File: src/rtl/jx2_mmio_bridge.sv
// jx2_mmio_bridge
//   Request/response bridge from the core memory port to the MMIO bus that
//   serves the GPIO/UART/timer block. Each core access becomes exactly one
//   MMIO transaction with its own rising OE/WR edge. After every access the
//   bridge forces an idle gap so the UART FIFO push/pop logic never misses
//   an edge.
//
//   Optional feature macro: JX2_MMIO_TIMEOUT_EN
//     When it is defined, a stalled device is aborted after 2^TMO_BITS-1 WAIT
//     cycles. The core then sees FAULT and memOutData = 32'hFFFFFFFF.
//     When it is undefined, WAIT lasts until the device answers.
//
// Ports
//   clock        system clock, all state on the rising edge
//   reset        synchronous active-low reset
//   memAddr      core request address
//   memInData    core write data
//   memOpm       core op: [3]=OE (read), [4]=WR (write), 0 = idle
//   memOutData   read data returned to the core (registered)
//   memOK        core status: 00 READY, 01 OK, 10 HOLD, 11 FAULT (registered)
//   mmioAddr     device address (registered)
//   mmioOutData  device write data (registered)
//   mmioOpm      device op (registered)
//   mmioInData   device read data
//   mmioOK       device status, same encoding as memOK
module jx2_mmio_bridge #(
  parameter logic [15:0] ADDR_HI  = 16'hF000,
  parameter int          TMO_BITS = 8
) (
  input  logic        clock,
  input  logic        reset,
  input  logic [31:0] memAddr,
  input  logic [31:0] memInData,
  input  logic [4:0]  memOpm,
  output logic [31:0] memOutData,
  output logic [1:0]  memOK,
  output logic [31:0] mmioAddr,
  output logic [31:0] mmioOutData,
  output logic [4:0]  mmioOpm,
  input  logic [31:0] mmioInData,
  input  logic [1:0]  mmioOK
);

  localparam logic [2:0] ST_IDLE  = 3'd0;
  localparam logic [2:0] ST_ISSUE = 3'd1;
  localparam logic [2:0] ST_WAIT  = 3'd2;
  localparam logic [2:0] ST_DONE  = 3'd3;
  localparam logic [2:0] ST_GAP   = 3'd4;

  localparam logic [1:0] OK_READY = 2'b00;
  localparam logic [1:0] OK_OK    = 2'b01;
  localparam logic [1:0] OK_HOLD  = 2'b10;
  localparam logic [1:0] OK_FAULT = 2'b11;

  logic [2:0]  state_r;
  logic [31:0] reqAddr_r;
  logic [31:0] reqData_r;
  logic [4:0]  reqOpm_r;
  logic        fault_r;

  logic reqActive_s;
  logic inWindow_s;
  logic tmoExpire_s;

  // Only OE/WR decide whether the core is asking for an access.
  assign reqActive_s = (memOpm[4:3] != 2'b00);
  assign inWindow_s  = (memAddr[31:16] == ADDR_HI);

`ifdef JX2_MMIO_TIMEOUT_EN
  localparam logic [TMO_BITS-1:0] TMO_MAX  = {TMO_BITS{1'b1}};
  localparam logic [TMO_BITS-1:0] TMO_LAST = TMO_MAX - {{(TMO_BITS-1){1'b0}}, 1'b1};

  logic [TMO_BITS-1:0] tmoCnt_r;

  // The timeout fires on the edge where the counter steps onto its maximum,
  // so the abort happens after exactly 2^TMO_BITS-1 WAIT cycles.
  assign tmoExpire_s = (tmoCnt_r == TMO_LAST);

  // WAIT-cycle counter: cleared in ISSUE, saturating increment in WAIT.
  always_ff @(posedge clock) begin
    if (!reset) begin
      tmoCnt_r <= {TMO_BITS{1'b0}};
    end else if (state_r == ST_ISSUE) begin
      tmoCnt_r <= {TMO_BITS{1'b0}};
    end else if ((state_r == ST_WAIT) && (tmoCnt_r != TMO_MAX)) begin
      tmoCnt_r <= tmoCnt_r + {{(TMO_BITS-1){1'b0}}, 1'b1};
    end else begin
      tmoCnt_r <= tmoCnt_r;
    end
  end
`else
  // Without the timeout, WAIT never expires. TMO_BITS only sizes the
  // counter of the timeout build.
  assign tmoExpire_s = (TMO_BITS < 0);
`endif

  // Bridge FSM. It drives every core-side and device-side output from registers.
  always_ff @(posedge clock) begin
    if (!reset) begin
      state_r     <= ST_IDLE;
      reqAddr_r   <= 32'd0;
      reqData_r   <= 32'd0;
      reqOpm_r    <= 5'd0;
      fault_r     <= 1'b0;
      mmioOpm     <= 5'd0;
      mmioAddr    <= 32'd0;
      mmioOutData <= 32'd0;
      memOK       <= OK_READY;
      memOutData  <= 32'd0;
    end else begin
      case (state_r)
        ST_IDLE: begin
          if (reqActive_s && inWindow_s) begin
            // Latch the request now. Any later change by the core is ignored.
            reqAddr_r <= memAddr;
            reqData_r <= memInData;
            reqOpm_r  <= memOpm;
            fault_r   <= 1'b0;
            state_r   <= ST_ISSUE;
            memOK     <= OK_HOLD;
          end else if (reqActive_s) begin
            memOK <= OK_FAULT;
          end else begin
            memOK <= OK_READY;
          end
        end
        ST_ISSUE: begin
          mmioAddr    <= reqAddr_r;
          mmioOutData <= reqData_r;
          mmioOpm     <= reqOpm_r;
          state_r     <= ST_WAIT;
          memOK       <= OK_HOLD;
        end
        ST_WAIT: begin
          if (mmioOK == OK_OK) begin
            // Write-only accesses return zero, not whatever is on the bus.
            memOutData <= reqOpm_r[3] ? mmioInData : 32'd0;
            mmioOpm    <= 5'd0;
            state_r    <= ST_DONE;
            memOK      <= OK_OK;
          end else if (mmioOK == OK_FAULT) begin
            fault_r <= 1'b1;
            mmioOpm <= 5'd0;
            state_r <= ST_DONE;
            memOK   <= OK_FAULT;
          end else if (tmoExpire_s) begin
            fault_r    <= 1'b1;
            mmioOpm    <= 5'd0;
            memOutData <= 32'hFFFF_FFFF;
            state_r    <= ST_DONE;
            memOK      <= OK_FAULT;
          end else begin
            memOK <= OK_HOLD;
          end
        end
        ST_DONE: begin
          mmioOpm <= 5'd0;
          if (reqActive_s) begin
            memOK <= fault_r ? OK_FAULT : OK_OK;
          end else begin
            state_r <= ST_GAP;
            memOK   <= OK_READY;
          end
        end
        ST_GAP: begin
          // One forced idle cycle so the next access makes a fresh edge.
          mmioOpm <= 5'd0;
          fault_r <= 1'b0;
          memOK   <= OK_READY;
          state_r <= ST_IDLE;
        end
        default: begin
          mmioOpm <= 5'd0;
          memOK   <= OK_READY;
          state_r <= ST_IDLE;
        end
      endcase
    end
  end

endmodule

File: config.mk
export PLATFORM = sky130hd
export DESIGN_NAME = jx2_mmio_bridge
export DESIGN_NICKNAME = d
export VERILOG_FILES = /design/src/rtl/jx2_mmio_bridge.sv
export SDC_FILE = /design/constraint.sdc
export NUM_CORES = 1
export LEC_CHECK = 0
export CORE_MARGIN = 2
export CORE_UTILIZATION = 40
export DETAILED_ROUTE_END_ITERATION = 12
export GPL_ROUTABILITY_DRIVEN = 1
export PLACE_DENSITY_LB_ADDON = 0.15
export SETUP_SLACK_MARGIN = 0.3
export SKIP_CTS_REPAIR_TIMING = 1
export SYNTH_ARGS = -nofsm -noshare
export SYNTH_HDL_FRONTEND = slang
export SYNTH_SLANG_ARGS = --single-unit
File: constraint.sdc
create_clock -name clock -period 4.8 [get_ports clock]
set_input_delay 0.96 -clock clock [delete_from_list [all_inputs] [get_ports clock]]
set_output_delay 0.96 -clock clock [all_outputs]
set_load 0.02 [all_outputs]
-- Word level (Yosys, flattened, before mapping)
Index checks and enable logic that the tools add are counted.
- logic and storage cells: 52
- bits of input ports: 105
- output and inout bits: 103
- ROM bits: 0
- memories: 0
- bits in latches: 0
- bits in writable memories: 0
- flip-flop bits (word level): 176
- divide/modulo/power cells: 0
- mux-type cells: 20
- magnitude comparators: 0
- add/subtract/negate cells: 0
- equality and inequality tests: 12
- $mul: 0
- shift operators: 0
- bitwise gates (word level): 1
- reduce and logical (&&, ||, !) cells: 9
- operator list (kind ; count):
    $mux W32 ; 1
    $eq A16 B16 Y1 const B ; 1
    $pmux W5 S3 ; 1
    $mux W3 ; 4
    $pmux W3 S4 ; 1
    $mux W2 ; 5
    $mux W5 ; 2
    $ne A2 B2 Y1 const B ; 4
    $pmux W2 S4 ; 1
    $eq A3 B2 Y1 const B ; 2
    $reduce_and A2 Y1 ; 3
    $mux W1 ; 4
    $reduce_and A4 Y1 ; 1
    $eq A3 B1 Y1 const B ; 1
    $eq A3 B3 Y1 const B ; 1
    $logic_not A3 Y1 ; 1
    $ne A3 B3 Y1 const B ; 1
    $pmux W1 S3 ; 1
    $reduce_and A3 Y1 ; 1
    $reduce_bool A3 Y1 ; 1
    $eq A2 B1 Y1 const B ; 1
    $eq A2 B2 Y1 const B ; 1
    $reduce_bool A2 Y1 ; 1
    $logic_and A1 B1 Y1 ; 1
    $not A1 Y1 ; 1

-- Logic depth before layout (Yosys ltp)
- depth after elaboration: 4
- gate-level depth with buffers: 7

-- Least setup slack after synthesis
Ideal clock, no wire load.
- path kind: in2reg
- start: input port memAddr[23]
- end: register reqAddr_r[10]
- arrival: 2.111 ns
- buffers on the path: 3
- setup slack: 2.618 ns
- setup time: 0.072 ns
- stages: 7
- path through: nor4b_1 -> nand4_1 -> nor2b_1 -> buf_2 -> buf_8 -> buf_8 -> mux2i_1
- word-level cells in the longest chain between the ends: 3
- ends and longest elaborated chain (what ; RTL line ; text):
    start: declaration ; 32 ; input logic [31:0] memAddr,
    $eq A16 B16 Y1 ; 67 ; assign inWindow_s = (memAddr[31:16] == ADDR_HI);
    $logic_and A1 B1 Y1 ; 113 ; if (reqActive_s && inWindow_s) begin
    $reduce_and A2 Y1 (no source line) ; - ;
    end signal: assignment ; 115 ; reqAddr_r <= memAddr;
    end: declaration ; 56 ; logic [31:0] reqAddr_r;
No other way between the ends.
A chain may end at the register's enable or synchronous reset.

-- Worst setup path after layout
- start: input port memAddr[28]
- end: register reqData_r[18]
- word-level cells in the longest chain between the ends: 3
- ends and longest elaborated chain (what ; RTL line ; text):
    $eq A16 B16 Y1 ; 67 ;
    $logic_and A1 B1 Y1 ; 113 ;
    $reduce_and A2 Y1 (no source line) ; - ;
    end signal: assignment ; 116 ; reqData_r <= memInData;
    end: declaration ; 57 ; logic [31:0] reqData_r;
No other way between the ends.

==> impl_metrics.yaml <==
status:
  status: "completed"
timing:
  period_needed_ns: 2.754
  slew-limit-headroom: 0.2539
  setup_viol: 0
  period_share: 0.5737
  max_freq_mhz: 363.2
  hold_viol: 0
  maxSlewViolCount: 0
  worst_slew_pin_slew_ns: 1.119
  skew_ns: 0.007458
  rsz0062_at_grt: "false"
  setup_tns_ns: 0
detailed_routing:
  dr.pass1.iters: 4
  drc: 0
  wl_um: 16320
  initialDrtViolationCount: 226
  avgViaCountPerCell: 4.759
  drtAntennaViolNets: 0
  wl_per_cell_um: 14.15
  vias: 5487
grt:
  grt-ovfl-total: 0
  grt_antenna_before_repair: 0
  grtUsageTotal: 0.1825
  grt_max_degree: 119
  grt_pass1_wl_um: 25920
  first_global_vias: 5139
critical_path:
  arrival_ns: 3.10
  reg2reg_depth: 4
  required_ns: 5.15
  crit_chain: "clkdlybuf4s50_1, nor4bb_1, nand4_1, nor2b_4, buf_12, mux2i_1"
  crit_type: "primary input to flop"
  crit_family: "simple AND/OR/NAND/NOR gates"
  endpoint_kind: "flop"
  crit_buf_inv: 2
  crit_path_max_incr_delay_ns: 0.44
  path_max_fanout: 49
  crit_cells: 6
  startpoint_type: "primary input"
  critPathSlowestCell: "clkdlybuf4s50_1"
logic_synthesis:
  yosysWarnings: 0
  synth_area_um2: 6689
  yosysSeqAreaShare: 0.5267
  synth_top_family_by_area: "simple AND/OR/NAND/NOR gates"
  syn_nets: 852
  synth_compound_area_frac: 0.1266
  syn_avg_cell_area_um2: 8.954
  synth-simple-area-share: 0.2205
  synthAdderAreaFrac: 0
  synth_seq_cells: 176
  synth-xor-area-share: 0
  synth_cell_types: 37
  postSynthCellCount: 747
  muxShareOfSynthArea: 0.07931
cts:
  insertion_delay_ns: 0.42
  cts_buffers: 17
  cts_root_buf: "clkbuf_16"
  clk_pin_slew_ns: 0.06
  cts_tree: "done"
  clkSinkCount: 176
  clockBufferDepth: 2
  cts_htree_levels: 4
place:
  io_buffers: 207
  dp_cells: 1121
  place.gp.congestion: 0.7587
  dp_hpwl_um: 10400
run:
  maxCapViolations: 0
die:
  core_um2: 16470
  rows: 47
  die_area_um2: 17770
  start_util: 0.4062
  ios: 208
  die_h_um: 133.3
  die_width_um: 133.3
worst_hold_path:
  holdPathStages: 2
  hold_class: "flop to flop"
layout:
  layout_common_cells: "nand2_1 (268), clkdlybuf4s50_1 (206), dfxtp_1 (176), a21boi_0 (78), mux2i_1 (53)"
  drive_gt1_frac: 0.04930
  final_common_cell: "nand2_1"
  antenna_cells: 0
  areaGrowthSynthToFinish_pct: 41.00
  final_cells: 1153
  fin_nets: 1025
power:
  p_leak_uw: 0.003185
  peakVddDrop_uv: 244.4
  power_density_nw_per_um2: 326.0
-- metal layers --
metal	share of wire	GRT usage
met1	0.48	0.2370
met4	0.013	0.05733
met5	0	0
met2	0.44	0.2889
met3	0.067	0.06012
-- through the flow --
step | worst slack [ns] | power, uW | hold WS [ns] | area (um2) | util
after floorplan | 2.618 | 1542 | 0.4263 | 6689 | -
final | 2.046 | 3074 | 0.4481 | 9432 | 0.5728
after global routing | 1.854 | 3181 | 0.4715 | 9432 | 0.5728
after detailed placement | 1.579 | 1641 | 0.4429 | 8803 | 0.5347
after CTS | 2.036 | 3113 | 0.4517 | 9432 | 0.5728
after global placement | 1.665 | 1642 | 0.4379 | 8803 | 0.5347
-- worst reg2reg max path: cells and delay by family, from the launching register on --
kind	cells	cell delay [ns]
compound gates	1	0.10
simple gates	3	1.32
flops	1	0.59
-- synth_stat cells (all sizes together) --
library cell,n,share of area
a21boi,96,0.11
a21oi,3,0.0022
a22oi,5,0.0056
a31oi,1,0.00094
and2,1,0.00094
and3,13,0.012
buf,24,0.027
clkbuf,36,0.020
dfxtp,176,0.53
mux2i,53,0.079
nand2,269,0.15
nand2b,2,0.0019
nand3,32,0.024
nand4,1,0.00094
nor2,4,0.0026
nor2b,6,0.0056
nor3,2,0.0015
nor3b,2,0.0030
nor4,4,0.0069
nor4b,2,0.0036
nor4bb,1,0.0015
o21a,4,0.0045
o21ai,4,0.0030
o22a,2,0.0026
or2b,1,0.0011
or3b,1,0.0013
or4,2,0.0022
-- power breakdown --
group	switching, uW	leakage (uW)	total [uW]	internal, uW
clock network	577	0.000294	1470	890
logic	51.3	0.00147	146	95.2
registers	0.235	0.00142	1460	1460
-- layout make-up --
cell class / instances / area [um2]
Multi-Input combinational cell: 511 / 2867
Clock inverter: 12 / 181.4
Tap cell: 220 / 275.3
Fill cell: 1530 / 7034
Timing Repair Buffer: 214 / 2138
Clock buffer: 20 / 446.7
Sequential cell: 176 / 3523
-- flip-flops by register name, summed over array words and instances (netlist names) --
register	cells
reqData_r	32
memOK	2
reqOpm_r	5
mmioOutData	32
mmioOpm	5
fault_r	1
memOutData	32
reqAddr_r	32
state_r	3
mmioAddr	32
-- logic make-up after synthesis --
group / after synthesis
mux: 53
compound gates: 115
simple gates: 343
buf+inv: 60
flops: 176
-- final timing paths --
kind	startpoint	endpoint	slack (ns)
max	memAddr[28]	reqData_r[18]	2.05
min	memOutData[24]	memOutData[24]	0.45
max reg2reg	state_r[1]	memOutData[4]	2.67
min reg2reg	memOutData[24]	memOutData[24]	0.45
No activity file was read; power rests on OpenSTA's default activity.
